$ cat src/rtl/icp_top_top_if.sv
// Sample-source / result-stream bundle for the ICP 8x8 matrix-by-vector block.
// valid/ready: there is no ready; a sample is taken on every rising edge where valid_input=1 in LOAD.
interface icp_top_top_if;
    logic       start_in;
    logic       valid_input;
    logic [6:0] X_load;
    logic       finish;
    logic       P_out;

    modport master (
        output start_in,
        output valid_input,
        output X_load,
        input  finish,
        input  P_out
    );

    modport slave (
        input  start_in,
        input  valid_input,
        input  X_load,
        output finish,
        output P_out
    );
endinterface

$ cat src/rtl/icp_top_top.sv
// ICP top: accumulates P[r] = sum_c X[r][c]*K[c] over 64 streamed samples, then serialises P[0..7].
// Optional macro ICP_LSB_FIRST_EN: each result word is sent LSB first instead of MSB first.
module icp_top_top #(
    parameter logic [3:0] K0    = 4'd1,
    parameter logic [3:0] K1    = 4'd2,
    parameter logic [3:0] K2    = 4'd3,
    parameter logic [3:0] K3    = 4'd4,
    parameter logic [3:0] K4    = 4'd5,
    parameter logic [3:0] K5    = 4'd6,
    parameter logic [3:0] K6    = 4'd7,
    parameter logic [3:0] K7    = 4'd8,
    parameter int         RES_W = 16
) (
    input  logic              clk,
    input  logic              rst,
    icp_top_top_if.slave      bus,
    output logic [1:0]        state_o
);

    localparam int BW = (RES_W > 1) ? $clog2(RES_W) : 1;

    typedef enum logic [1:0] {
        IDLE  = 2'd0,
        LOAD  = 2'd1,
        SHIFT = 2'd2,
        DONE  = 2'd3
    } state_t;

    state_t           state_q, state_d;
    logic [5:0]       n_q, n_d;
    logic [2:0]       word_q, word_d;
    logic [BW-1:0]    bit_q, bit_d;
    logic [RES_W-1:0] acc_q [8];
    logic [RES_W-1:0] acc_d [8];
    logic             p_out_q, p_out_d;
    logic             finish_q, finish_d;
    logic [10:0]      prod;

    function automatic logic [3:0] coef(input logic [2:0] c);
        case (c)
            3'd0:    coef = K0;
            3'd1:    coef = K1;
            3'd2:    coef = K2;
            3'd3:    coef = K3;
            3'd4:    coef = K4;
            3'd5:    coef = K5;
            3'd6:    coef = K6;
            default: coef = K7;
        endcase
    endfunction

    // b is the position within the word in transmission order.
    function automatic logic pick(input logic [RES_W-1:0] w, input logic [BW-1:0] b);
`ifdef ICP_LSB_FIRST_EN
        pick = w[b];
`else
        logic [BW-1:0] idx;
        idx  = BW'(RES_W - 1) - b;
        pick = w[idx];
`endif
    endfunction

    assign prod = 11'(bus.X_load) * 11'(coef(n_q[2:0]));

    always_comb begin
        state_d  = state_q;
        n_d      = n_q;
        word_d   = word_q;
        bit_d    = bit_q;
        acc_d    = acc_q;
        p_out_d  = 1'b0;
        finish_d = 1'b0;

        case (state_q)
            IDLE: begin
                if (bus.start_in) begin
                    state_d = LOAD;
                    n_d     = '0;
                    for (int i = 0; i < 8; i++) acc_d[i] = '0;
                end
            end
            LOAD: begin
                if (bus.valid_input) begin
                    acc_d[n_q[5:3]] = acc_q[n_q[5:3]] + RES_W'(prod);
                    n_d             = n_q + 6'd1;
                    if (n_q == 6'd63) begin
                        // First result bit must be on P_out right after the last sample edge.
                        state_d = SHIFT;
                        word_d  = '0;
                        bit_d   = '0;
                        p_out_d = pick(acc_d[0], '0);
                    end
                end
            end
            SHIFT: begin
                if (bit_q == BW'(RES_W - 1)) begin
                    if (word_q == 3'd7) begin
                        state_d  = DONE;
                        finish_d = 1'b1;
                    end else begin
                        word_d  = word_q + 3'd1;
                        bit_d   = '0;
                        p_out_d = pick(acc_q[word_q + 3'd1], '0);
                    end
                end else begin
                    bit_d   = bit_q + BW'(1);
                    p_out_d = pick(acc_q[word_q], bit_q + BW'(1));
                end
            end
            DONE: begin
                state_d = IDLE;
            end
            default: begin
                state_d = IDLE;
            end
        endcase
    end

    always_ff @(posedge clk) begin
        if (!rst) begin
            state_q  <= IDLE;
            n_q      <= '0;
            word_q   <= '0;
            bit_q    <= '0;
            p_out_q  <= 1'b0;
            finish_q <= 1'b0;
            for (int i = 0; i < 8; i++) acc_q[i] <= '0;
        end else begin
            state_q  <= state_d;
            n_q      <= n_d;
            word_q   <= word_d;
            bit_q    <= bit_d;
            p_out_q  <= p_out_d;
            finish_q <= finish_d;
            acc_q    <= acc_d;
        end
    end

    assign bus.P_out  = p_out_q;
    assign bus.finish = finish_q;
    assign state_o    = state_q;

endmodule

$ cat src/flat_wrapper.sv
// flat-port wrapper written by rule: the top's interface ports become plain ports
module icp_top_top_flat 
#(
    parameter logic [3:0] K0    = 4'd1,
    parameter logic [3:0] K1    = 4'd2,
    parameter logic [3:0] K2    = 4'd3,
    parameter logic [3:0] K3    = 4'd4,
    parameter logic [3:0] K4    = 4'd5,
    parameter logic [3:0] K5    = 4'd6,
    parameter logic [3:0] K6    = 4'd7,
    parameter logic [3:0] K7    = 4'd8,
    parameter int         RES_W = 16
)
  (clk, rst, state_o, bus_start_in, bus_valid_input, bus_X_load, bus_finish, bus_P_out);
  icp_top_top_if bus_i ();
  input  logic clk;
  input  logic rst;
  output logic [1:0] state_o;
  input wire logic [$bits(bus_i.start_in)-1:0] bus_start_in;
  input wire logic [$bits(bus_i.valid_input)-1:0] bus_valid_input;
  input wire logic [$bits(bus_i.X_load)-1:0] bus_X_load;
  output wire logic [$bits(bus_i.finish)-1:0] bus_finish;
  output wire logic [$bits(bus_i.P_out)-1:0] bus_P_out;
  assign bus_i.start_in = bus_start_in;
  assign bus_i.valid_input = bus_valid_input;
  assign bus_i.X_load = bus_X_load;
  assign bus_finish = bus_i.finish;
  assign bus_P_out = bus_i.P_out;
  icp_top_top #(.K0(K0), .K1(K1), .K2(K2), .K3(K3), .K4(K4), .K5(K5), .K6(K6), .K7(K7), .RES_W(RES_W)) u_core (.clk(clk), .rst(rst), .bus(bus_i), .state_o(state_o));
endmodule
$ cat config.mk
export PLATFORM = sky130hd
export DESIGN_NAME = icp_top_top_flat
export DESIGN_NICKNAME = d
export VERILOG_FILES = /design/src/rtl/icp_top_top_if.sv /design/src/rtl/icp_top_top.sv /design/src/flat_wrapper.sv
export SDC_FILE = /design/constraint.sdc
export NUM_CORES = 1
export LEC_CHECK = 0
export ABC_AREA = 0
export CORE_MARGIN = 10
export CORE_UTILIZATION = 55
export DETAILED_ROUTE_END_ITERATION = 6
export GPL_ROUTABILITY_DRIVEN = 0
export PLACE_DENSITY = 0.8
export SLEW_MARGIN = 20
export SYNTH_ARGS = -nofsm -noshare
export SYNTH_HDL_FRONTEND = slang
export SYNTH_SLANG_ARGS = --single-unit
$ cat constraint.sdc
create_clock -name clk -period 13.4 [get_ports clk]
set_clock_uncertainty 0.1 [all_clocks]
set_input_delay 4.02 -clock clk [delete_from_list [all_inputs] [get_ports clk]]
set_output_delay 4.02 -clock clk [all_outputs]
set_load 0.02 [all_outputs]
# --- Word-level counts from Yosys, hierarchy flattened ---
# Index checks and enable logic that the tools add are counted.
totals:
  wordCells: 100
  register_bits: 145
  inputBits: 11
  out_inout_bits: 4
classes:
  multipliers: 1
  magnitude_cmp: 5
  n_reduce_logical: 10
  muxes: 43
  add_sub_neg: 5
  bitwise: 3
  n_eq_ne: 19
ops:
  columns: ["cell", "n"]
  rows:
  - ["128-bit 2-to-1 mux", 2]
  - ["128-bit one-hot mux with 2 select lines", 1]
  - ["16-bit binary-select mux with 3-bit select", 3]
  - ["128-bit bitwise mux", 1]
  - ["16-bit 2-to-1 mux", 7]
  - ["16-bit demux with 3-bit select", 1]
  - ["4-bit one-hot mux with 7 select lines", 1]
  - ["16-bit by 11-bit adder with 16-bit output", 1]
  - ["4-bit 2-to-1 mux", 4]
  - ["3-bit equality test (second input constant)", 4]
  - ["4-bit >= comparator (second input constant)", 3]
  - ["3-bit 2-to-1 mux", 4]
  - ["6-bit 2-to-1 mux", 2]
  - ["3-bit NOT with 4-bit output", 3]
  - ["6-bit one-hot mux with 2 select lines", 1]
  - ["7-bit by 4-bit multiplier with 11-bit output", 1]
  - ["2-bit 2-to-1 mux", 5]
  - ["5-bit AND reduction", 2]
  - ["2-bit one-hot mux with 4 select lines", 1]
  - ["4-bit one-hot mux with 2 select lines", 1]
  - ["6-bit by 1-bit adder with 6-bit output (second input constant)", 1]
  - ["3-bit by 2-bit equality test with 1-bit output (second input constant)", 2]
  - ["6-bit equality test (second input constant)", 1]
  - ["1-bit 2-to-1 mux", 6]
  - ["other kinds (21)", 28]

# --- Logic depth before layout (Yosys ltp) ---
# Gate-level depths: netlist of run 1.
depth:
  ltp_word: 9
  mapped_depth: 22
  ltp_nobuf: 20

# --- Worst setup path before layout of run 1 ---
# Ideal clock, no wire load.
synth_timing:
  path_kind: "input-to-reg"
  start: "input bus_X_load[0]"
  end: "register u_core.acc_q[121] (netlist name)"
  path_slack_ps: 5775
  cell_stages: 14
  setup_ps: 106
  n_path_buf: 1
  arrival_time_ps: 7419
  required_ps: 13194
  cell_sequence: "nand2_1 > fa_1 > fa_1 > fa_1 > inv_1 > ha_1 > nor2b_1 > o21a_1 > o211ai_1 > nand2_1 > a31oi_1 > clkbuf_1 > nand4_1 > o311ai_0"
synth_via:
  elab_chain_cells: 5
synth_lines:
  columns: ["item", "line_no", "source"]
  rows:
  - ["from (decl)", "flat_wrapper.sv:21", "input wire logic [$bits(bus_i.X_load)-1:0] bus_X_load;"]
  - ["7-bit by 4-bit multiplier with 11-bit output", "icp_top_top.sv:63", "assign prod = 11'(bus.X_load) * 11'(coef(n_q[2:0]));"]
  - ["16-bit by 11-bit adder with 16-bit output", "icp_top_top.sv:84", "acc_d[n_q[5:3]] = acc_q[n_q[5:3]] + RES_W'(prod);"]
  - ["128-bit bitwise mux", "icp_top_top.sv:84", null]
  - ["128-bit 2-to-1 mux", "icp_top_top.sv:83", "if (bus.valid_input) begin"]
  - ["128-bit one-hot mux with 2 select lines", "icp_top_top.sv:74", "case (state_q)"]
  - ["to (signal assigned)", "icp_top_top.sv:135", "acc_q <= acc_d;"]
  - ["to (decl)", "icp_top_top.sv:33", "logic [RES_W-1:0] acc_q [8];"]
# Every way passes these cells. The select of a mux whose other input is x is not followed.
# A chain may end at the register's enable or synchronous reset.

# --- Worst setup path in the final report of run 1 ---
layout_timing:
  start: "input bus_X_load[0]"
  end: "register u_core.acc_q[43] (netlist name)"
# The elaborated chain is that of the path after synthesis.

==> results.sh, run 1 <==
export IMPL_status="finished, final reports clean"
export IMPL_drive_gt1_share_pct=13.58
export IMPL_core_rowCount=47
export IMPL_cts_buffers=17
export IMPL_peakVddDrop_mv=0.1273
export IMPL_layout_nets=1042
export IMPL_slew_violations=0
export IMPL_min_period_ps=8238
export IMPL_cts_max_path_buffers=2
export IMPL_syn_inst=1009
export IMPL_place_area_um2=9376
export IMPL_clk_pin_slew_worst_paths_ps=60
export IMPL_grt_remaining_overflow=0
export IMPL_die_w_um=149.3
export IMPL_final_cell_mix="166 x nor2_1, 140 x dfxtp_1, 75 x a22oi_1, 49 x mux4_2, 45 x inv_1"
export IMPL_cts_resized=0
export IMPL_p_leak_nw=3.519
export IMPL_dr_total_vias=8376
export IMPL_post_cts_buffers=0
export IMPL_dieArea_um2=22280
export IMPL_clock_fmax_mhz=121.4
export IMPL_maxSlewHeadroom_pct=19.89
export IMPL_synth_ff_type="dfxtp_1"
export IMPL_routedWlPerCell_um=22.62
export IMPL_worstSetupPathType="in -> reg"
export IMPL_arrival_ps=8440
export IMPL_initial_utilization_pct=55.83
export IMPL_drtPass1Iterations=7
export IMPL_postLayoutCellArea_um2=9992
export IMPL_ant_nets=0
export IMPL_wl_um=27460
export IMPL_die_y_um=149.3
export IMPL_port_buffers=14
export IMPL_synthSimpleGateAreaFrac_pct=18.35
export IMPL_setup_tns_final_ps=0
export IMPL_vias_per_cell=6.900
export IMPL_wl_met1_um=10470
export IMPL_yosysTopAreaCell="dfxtp_1"
export IMPL_muxShareOfSynthArea_pct=15.76
export IMPL_grt_pass1_vias=7754
export IMPL_drcViolationCount=0
export IMPL_power_density_nw_per_um2=133.8
export IMPL_yosys_area_top_type_share_pct=31.58
export IMPL_ys_types=63
export IMPL_cts_hold_buffers=0
export IMPL_grt_first_pass_wirelength_um=43080
export IMPL_whs_ps=393.1
export IMPL_ys_seq_area_share_pct=31.58
export IMPL_yosys_top_cells_area="dfxtp_1 32%, mux4_2 12%, nor2_1 6.9%"
export IMPL_drtIter0Drc=1155
export IMPL_setup_violations=0
export IMPL_ys_ff_latch=145
export IMPL_gr_usage_all_layers_pct=24.55
export IMPL_io_pins=15
export IMPL_synth_adder_area_share_pct=8.275
export IMPL_root_buffer="clkbuf_16"
export IMPL_wl_met3_um=3174
export IMPL_synthArstFlopShare_pct=0
export IMPL_syn_area_um2=9193
export IMPL_htree_levels=4
export IMPL_power_total_w=0.001337
export IMPL_antenna_found_initial=0
export IMPL_fin_crit_sh_pct=61.48
export IMPL_worst_pin_slew_ps=1199
export IMPL_cts_tree="yes"
export IMPL_drv_cap=0
export IMPL_hpwl_um=17240
export IMPL_cp_end_kind="flop"
export IMPL_core_area_um2=16470
export IMPL_synth_edff_count=0
export IMPL_final_common_cell="nor2_1"
export IMPL_rsz0062_at_grt="no"
export IMPL_synth_top_family_by_area="compound AO/OA/AOI/OAI gates"
export IMPL_cts_sinks=145
export IMPL_fill_cells=1371
export IMPL_synth_compound_area_share_pct=18.52
export IMPL_top_layer="met4"
export IMPL_crit_fanout=8
export IMPL_final_hold_violation_count=0
export IMPL_route_met2_wl_um=12470
export IMPL_synthToLayoutAreaGrowth_pct=8.697
export IMPL_synth_xor_xnor_area_share_pct=1.416
export IMPL_min_path_type="reg -> reg"
export IMPL_yosys_warnings=0
export IMPL_synthesis_nets=1070
export IMPL_syn_area_per_cell_um2=9.111
export IMPL_worstSetupStartpointType="input pin"
export IMPL_clock_latency_ps=440
export IMPL_num_antenna_cells=0
export IMPL_grt_max_degree=67
export IMPL_required_ps=13600
==> worst max-delay path: stages <==
cell and delay, ps:
clkdlybuf4s50_1 510, nand2_1 90, fa_1 550, fa_1 530
fa_1 540, inv_1 40, ha_1 330, nor2b_1 150
o21a_1 160, o2111ai_1 180, nor3b_1 200, nor3_1 800
a2bb2oi_1 260, nor2_1 70
==> kinds of logic (layout without fill, tap and decap cells) <==
group | count (synthesis) | after routing
buf+inv | 125 | 110
fa+ha+maj | 50 | 50
flops | 145 | 145
xor+xnor | 14 | 14
simple gates | 363 | 363
mux | 81 | 81
compound gates | 231 | 231
==> per-stage QoR <==
stage                     instances  worst slack (ps)  utilization [%]
after floorplan                1009              5775                -
after global placement         1182              4822            56.95
after detailed placement       1182              4644            56.95
after CTS                      1214              5068            60.62
after global routing           1214              4928            60.68
final                          1214              5162            60.68
==> flip-flops by register name, indices dropped and copies added, names as in the netlist <==
signal / flops
u_core.acc_q: 128
u_core.word_q: 3
u_core.bit_q: 4
u_core.bus.finish: 1
u_core.n_q: 6
u_core.state_o: 2
u_core.bus.P_out: 1
==> synth_stat cells (8+ instances only) <==
| library cell | instances |
|---|---|
| a21oi_1 | 25 |
| a221oi_1 | 11 |
| a22o_1 | 13 |
| a22oi_1 | 75 |
| a31oi_1 | 27 |
| a32oi_1 | 8 |
| and2_1 | 16 |
| buf_2 | 22 |
| clkbuf_1 | 43 |
| dfxtp_1 | 145 |
| fa_1 | 18 |
| ha_1 | 32 |
| inv_1 | 45 |
| mux2_2 | 16 |
| mux2i_1 | 15 |
| mux4_2 | 49 |
| nand2_1 | 43 |
| nand3_1 | 43 |
| nand4_1 | 25 |
| nor2_1 | 168 |
| nor2b_1 | 23 |
| nor3_1 | 13 |
| o21ai_0 | 12 |
| o311ai_0 | 8 |
| or3_1 | 10 |
==> per-layer routing <==
layer | global-route usage [%] | up-vias
met5 | 0 | -
met4 | 13.84 | 0
met3 | 6.553 | 116
met2 | 36.92 | 567
met1 | 31.31 | 4011
li1 | - | 3682
==> cell type report <==
class	count	area, um^2	area share (%)
timing repair buffer	32	275.3	2.755
multi-input combinational	739	5754	57.59
tap	220	275.3	2.755
clock buffer	19	452.9	4.533
clock inverter	13	151.4	1.515
sequential	145	2909	29.11
inverter	46	173.9	1.741
==> report_power, final <==
part	internal [W]	total [W]	switching, W
Combinational	0.000107	0.000401	0.000295
Sequential	0.000439	0.000446	0.00000741
Clock	0.000287	0.000490	0.000202
Total	0.000832	0.00134	0.000504
==> worst paths after layout <==
path / from / to / slack, ps / cells past startpoint
min reg2reg: u_core.acc_q[28] / u_core.acc_q[28] / 390 / 2
max reg2reg: u_core.n_q[0] / u_core.acc_q[43] / 7440 / 17
min: u_core.acc_q[28] / u_core.acc_q[28] / 390 / 2
max: bus_X_load[0] / u_core.acc_q[43] / 5160 / 14
(Power assumes the default switching activity.)
==> inputs of run 2 (changes only) <==
- PLACE_DENSITY: 0.8 -> 0.82
- clock period: 13.4 -> 6.95 ns (I/O delays scaled with it)
==> run 2 against run 1 <==
Non-clock buffer count increased by 7. Sequential power up 93%. Power rose by 94%. Die area stayed put. Routed wire length rose by 1.2%. Critical path depth increased by 1. Critical endpoint is now u_core.acc_q[78]. Hold slack lost 13 ps. Highest routed layer unchanged. Sequential share of layout area down 0.18 points. Design area is 0.63% higher. Combinational power is 93% higher. Via count is 0.48% higher. Clock power increased by 96%. Largest cell class unchanged.
==> results.sh, run 2 (synthesis results as in run 1) <==
export IMPL_status="finished, final reports clean"
export IMPL_p_leak_nw=3.551
export IMPL_rsz0062_at_grt="no"
export IMPL_die_y_um=149.3
export IMPL_final_hold_violation_count=0
export IMPL_wl_um=27790
export IMPL_port_buffers=14
export IMPL_grt_max_degree=84
export IMPL_core_rowCount=47
export IMPL_required_ps=7220
export IMPL_rrSetupSlack_ps=1240
export IMPL_final_cell_mix="166 x nor2_1, 140 x dfxtp_1, 75 x a22oi_1, 49 x mux4_2, 45 x inv_1"
export IMPL_largest_register_ffs=128
export IMPL_post_cts_buffers=0
export IMPL_arrival_ps=6420
export IMPL_postLayoutCellArea_um2=10050
export IMPL_core_area_um2=16470
export IMPL_place_area_um2=9444
export IMPL_min_path_type="reg -> reg"
export IMPL_htree_levels=4
export IMPL_hpwl_um=17810
export IMPL_io_pins=15
export IMPL_clock_fmax_mhz=162.6
export IMPL_root_buffer="clkbuf_16"
export IMPL_num_antenna_cells=0
export IMPL_cts_hold_buffers=0
export IMPL_critPathLaunch="bus_X_load[3]"
export IMPL_fin_crit_sh_pct=88.51
export IMPL_top_register="u_core.acc_q"
export IMPL_whs_ps=380.1
export IMPL_final_common_cell="nor2_1"
export IMPL_cts_buffers=17
export IMPL_setup_tns_final_ps=0
export IMPL_fill_cells=1361
export IMPL_hp_start="u_core.bit_q[1]"
export IMPL_peakVddDrop_mv=0.2289
export IMPL_clock_latency_ps=450
export IMPL_ant_nets=0
export IMPL_worst_pin_slew_ps=1133
export IMPL_dr_total_vias=8416
export IMPL_cp_end_kind="flop"
export IMPL_dieArea_um2=22280
export IMPL_grt_pass1_vias=8121
export IMPL_worstSetupPathType="in -> reg"
export IMPL_maxSlewHeadroom_pct=24.20
export IMPL_gr_usage_all_layers_pct=25.24
export IMPL_slew_violations=0
export IMPL_clk_pin_slew_worst_paths_ps=60
export IMPL_vias_per_cell=6.893
export IMPL_drive_gt1_share_pct=14.09
export IMPL_layout_nets=1049
export IMPL_cts_resized=0
export IMPL_worstSetupStartpointType="input pin"
export IMPL_grt_first_pass_wirelength_um=44450
export IMPL_setup_violations=0
export IMPL_cts_sinks=145
export IMPL_drtIter0Drc=1390
export IMPL_die_w_um=149.3
export IMPL_worstReg2RegStart="u_core.n_q[0]"
export IMPL_initial_utilization_pct=55.83
export IMPL_reg_top3="u_core.acc_q (128), u_core.n_q (6), u_core.bit_q (4)"
export IMPL_drcViolationCount=0
export IMPL_routedWlPerCell_um=22.76
export IMPL_antenna_found_initial=0
export IMPL_drtPass1Iterations=6
export IMPL_cts_max_path_buffers=2
export IMPL_min_period_ps=6152
export IMPL_synthToLayoutAreaGrowth_pct=9.378
export IMPL_crit_fanout=8
export IMPL_drv_cap=0
export IMPL_grt_remaining_overflow=0
export IMPL_cts_tree="yes"
export IMPL_power_density_nw_per_um2=258.3
## run 2: cell types whose count changed in the layout (fill, tap and decap cells not counted)
cell | before | now
bufinv_16 | 2 | 3
clkbuf_8 | 2 | 0
a31oi_2 | 2 | 1
clkinvlp_4 | 1 | 4
clkinv_2 | 2 | 3
buf_4 | 18 | 24
a31oi_1 | 25 | 26
buf_12 | 0 | 1
clkinv_4 | 4 | 2
inv_6 | 5 | 4
## run 2: path summary, 6_finish.rpt
path | to | depth (start not counted)
worst min-delay path | u_core.bit_q[1] | 2
worst min register to register | u_core.bit_q[1] | 2
worst max-delay path | u_core.acc_q[78] | 15
worst max register to register | u_core.acc_q[78] | 18
## run 2: per-layer routing
| layer | track usage, % | share of wire [%] | vias up |
|---|---|---|---|
| met3 | 7.403 | 12 | 139 |
| met1 | 31.38 | 37 | 4017 |
| met2 | 38.23 | 45 | 562 |
| li1 | - | - | 3698 |
| met4 | 14.72 | 5.5 | 0 |
| met5 | 0 | 0 | - |
## run 2: critical path: stages
cell,delay (ps)
clkdlybuf4s50_1,510
nor2b_1,200
fa_1,470
fa_1,550
inv_1,50
fa_1,530
inv_1,50
ha_1,350
o21ai_0,100
nand2b_1,80
a21oi_1,90
o32a_1,460
o21bai_1,550
a32oi_1,220
nor2_1,130
## run 2: report_power, final
part	switching, W	total, W	internal, W
clock	0.000392	0.000960	0.000567
combinational	0.000558	0.000774	0.000216
sequential	0.0000175	0.000863	0.000846
## run 2: final cells by class
| cell class | count | area (um^2) | area share [%] |
|---|---|---|---|
| tap | 220 | 275.3 | 2.738 |
| multi-input combinational | 739 | 5748 | 57.17 |
| clock buffer | 17 | 425.4 | 4.231 |
| inverter | 46 | 173.9 | 1.730 |
| sequential | 145 | 2909 | 28.93 |
| timing repair buffer | 39 | 340.3 | 3.385 |
| clock inverter | 15 | 182.7 | 1.817 |
## run 2: through the flow
step | instances | util [%] | setup slack, ps | power (W)
floorplan | 1009 | - | 1260 | 0.001380
global placement | 1189 | 57.36 | 505.5 | 0.001615
detailed placement | 1189 | 57.36 | 420.1 | 0.001624
CTS | 1221 | 61.05 | 835.9 | 0.002570
global route | 1221 | 61.06 | 540.2 | 0.002692
finish | 1221 | 61.06 | 798.3 | 0.002597
==> inputs of run 3 (changes only) <==
==> constraint.sdc (replaced) <==
create_clock -name clk -period 6.95 [get_ports clk]
set_clock_uncertainty 0.1 [all_clocks]
set_input_delay 1.0425 -clock clk [delete_from_list [all_inputs] [get_ports clk]]
set_output_delay 1.0425 -clock clk [all_outputs]
set_load 0.02 [all_outputs]
==> run 3 against run 2 <==
Critical path depth up 2. Non-clock buffer count down 3. Combinational power down 0.9%. Count of clock-buffer cells in the layout up 2. Global-route usage down 0.16 points. First-iteration DRC count up 4.3%. Maximum frequency up 4.7%. Sequential share of layout area up 0.24 points. Die area unchanged. Via count up 0.63%. Register-to-register slack worse by 170 ps.
==> results.sh, run 3 (synthesis results as in run 1) <==
export IMPL_worst_slack_ps=1073
export IMPL_path_buf_inv=2
export IMPL_slowest_stage="nor3_1"
export IMPL_crit_fanout=8
export IMPL_arrival_ps=6060
export IMPL_pwr_share_clk_pct=34.9
export IMPL_drive_gt1_share_pct=13.93
export IMPL_setup_violations=0
export IMPL_cp_end_kind="flop"
export IMPL_grt_remaining_overflow=0
export IMPL_synthToLayoutAreaGrowth_pct=8.493
export IMPL_final_cell_mix="167 x nor2_1, 140 x dfxtp_1, 75 x a22oi_1, 49 x mux4_2, 45 x inv_1"
export IMPL_reg_top3="u_core.acc_q (128), u_core.n_q (6), u_core.bit_q (4)"
export IMPL_p_sw_w=0.0009655
export IMPL_cts_hold_buffers=0
export IMPL_power_density_nw_per_um2=250.5
export IMPL_fill_cells=1336
export IMPL_critPathMaxStageDelay_ps=790
export IMPL_drcViolationCount=0
export IMPL_num_antenna_cells=0
export IMPL_hpwl_um=17780
export IMPL_setup_tns_final_ps=0
export IMPL_core_rowCount=47
export IMPL_cpLargestDelayFamily="adder cells"
export IMPL_routedWlPerCell_um=22.69
export IMPL_die_w_um=149.3
export IMPL_initial_utilization_pct=55.83
export IMPL_p_leak_nw=3.509
export IMPL_peakVddDrop_mv=0.1762
export IMPL_core_area_um2=16470
export IMPL_largest_register_ffs=128
export IMPL_port_buffers=14
export IMPL_required_ps=7140
export IMPL_rsz0062_at_grt="no"
export IMPL_regArea_um2=2909
export IMPL_cts_max_path_buffers=2
export IMPL_grt_pass1_vias=7895
export IMPL_placed_cells_incl_taps=1186
export IMPL_clock_latency_ps=440
export IMPL_top_register="u_core.acc_q"
export IMPL_drtPass1Iterations=6
export IMPL_layout_nets=1046
export IMPL_final_common_cell="nor2_1"
export IMPL_vias_per_cell=6.953
export IMPL_fin_cells=1218
export IMPL_crit_path_frequent_cell="fa_1"
export IMPL_cts_resized=0
export IMPL_post_cts_buffers=0
export IMPL_power_total_w=0.002498
export IMPL_fin_crit_sh_pct=84.57
export IMPL_status="finished, final reports clean"
export IMPL_swShare_pct=38.65
export IMPL_root_buffer="clkbuf_16"
export IMPL_cts_sinks=145
export IMPL_wl_um=27640
export IMPL_min_period_ps=5877
export IMPL_drv_cap=0
export IMPL_antenna_found_initial=1
export IMPL_cts_tree="yes"
export IMPL_cts_buffers=17
export IMPL_post_route_util_pct=60.57
export IMPL_maxSlewHeadroom_pct=19.88
export IMPL_rrSetupSlack_ps=1070
export IMPL_worstSetupPathType="reg -> reg"
export IMPL_die_y_um=149.3
export IMPL_final_hold_violation_count=0
export IMPL_htree_levels=4
export IMPL_io_pins=15
export IMPL_drtIter0Drc=1450
export IMPL_p_int_w=0.001533
export IMPL_dr_total_vias=8469
export IMPL_pre_cts_ws_ps=1045
export IMPL_slew_violations=0
export IMPL_min_path_type="reg -> reg"
export IMPL_seq_power_share_pct=34.4
export IMPL_grt_first_pass_wirelength_um=43860
export IMPL_worstSetupStartpointType="flop"
export IMPL_clk_pin_slew_worst_paths_ps=70
export IMPL_dieArea_um2=22280
export IMPL_clock_fmax_mhz=170.1
export IMPL_worst_pin_slew_ps=1198
export IMPL_cp_cell_sequence="inv_1 -> ha_1 -> nand2b_1 -> o32ai_1 -> nand2b_1 -> fa_1 -> fa_1 -> fa_1 -> inv_1 -> ha_1 -> nor2b_1 -> o21a_1 -> o211ai_1 -> a211oi_1 -> nor3_1 -> a2bb2oi_1 -> nor2_1"
export IMPL_ant_nets=0
export IMPL_grt_max_degree=104
export IMPL_multi_input_area_um2=5756
export IMPL_pwr_share_comb_pct=30.7
export IMPL_gr_usage_all_layers_pct=25.08
==> run 3: cell count changes in the layout (fill, tap and decap cells not counted), sizes merged <==
cell / change
buf: -3
bufinv: -3
inv: +3
clkbuf: +2
clkinv: -2
==> run 3: power groups by stage <==
stage	Combinational [W]	Sequential, W	Clock (W)
after detailed placement	0.000736	0.000878	0
after CTS	0.000739	0.000859	0.000875
after global placement	0.000726	0.000877	0
after floorplan	0.000500	0.000880	0
final	0.000767	0.000859	0.000872
after global routing	0.000817	0.000861	0.000909
==> run 3: worst reg2reg max path, cell delays in order, from the launching register on <==
cell,delay [ps]
dfxtp_1,440
inv_1,120
ha_1,200
nand2b_1,160
o32ai_1,780
nand2b_1,230
fa_1,450
fa_1,520
fa_1,540
inv_1,40
ha_1,320
nor2b_1,150
o21a_1,200
o211ai_1,250
a211oi_1,120
nor3_1,790
a2bb2oi_1,280
nor2_1,50
==> run 3: final cells by class <==
| class | instances | share of cell area, % |
|---|---|---|
| inverter | 46 | 1.744 |
| timing repair buffer | 36 | 3.061 |
| clock buffer | 19 | 4.541 |
| tap | 220 | 2.760 |
| multi-input combinational | 739 | 57.71 |
| clock inverter | 13 | 1.016 |
| sequential | 145 | 29.17 |
==> run 3: path summary, 6_finish.rpt <==
path,start,end,cells past startpoint
max,u_core.n_q[0],u_core.acc_q[11],17
min,u_core.acc_q[44],u_core.acc_q[44],2
max reg2reg,u_core.n_q[0],u_core.acc_q[11],17
min reg2reg,u_core.acc_q[44],u_core.acc_q[44],2
==> run 3: layer usage <==
metal	share of wire, %	GRT usage (%)	wire (um)	up-vias
met3	13	6.917	3668	145
met4	5.6	15.36	1560	2
met2	45	37.34	12310	645
met1	36	31.73	10040	3985
met5	0.21	0	58	-
li1	-	-	-	3692
==> run 3: per-stage QoR <==
| stage | hold WS [ps] | instance area, um^2 |
|---|---|---|
| after CTS | 387.3 | 9961 |
| after floorplan | 349.2 | 9193 |
| after detailed placement | 375.4 | 9407 |
| after global routing | 406.1 | 9973 |
| after global placement | 367.3 | 9407 |
| final | 386.5 | 9973 |
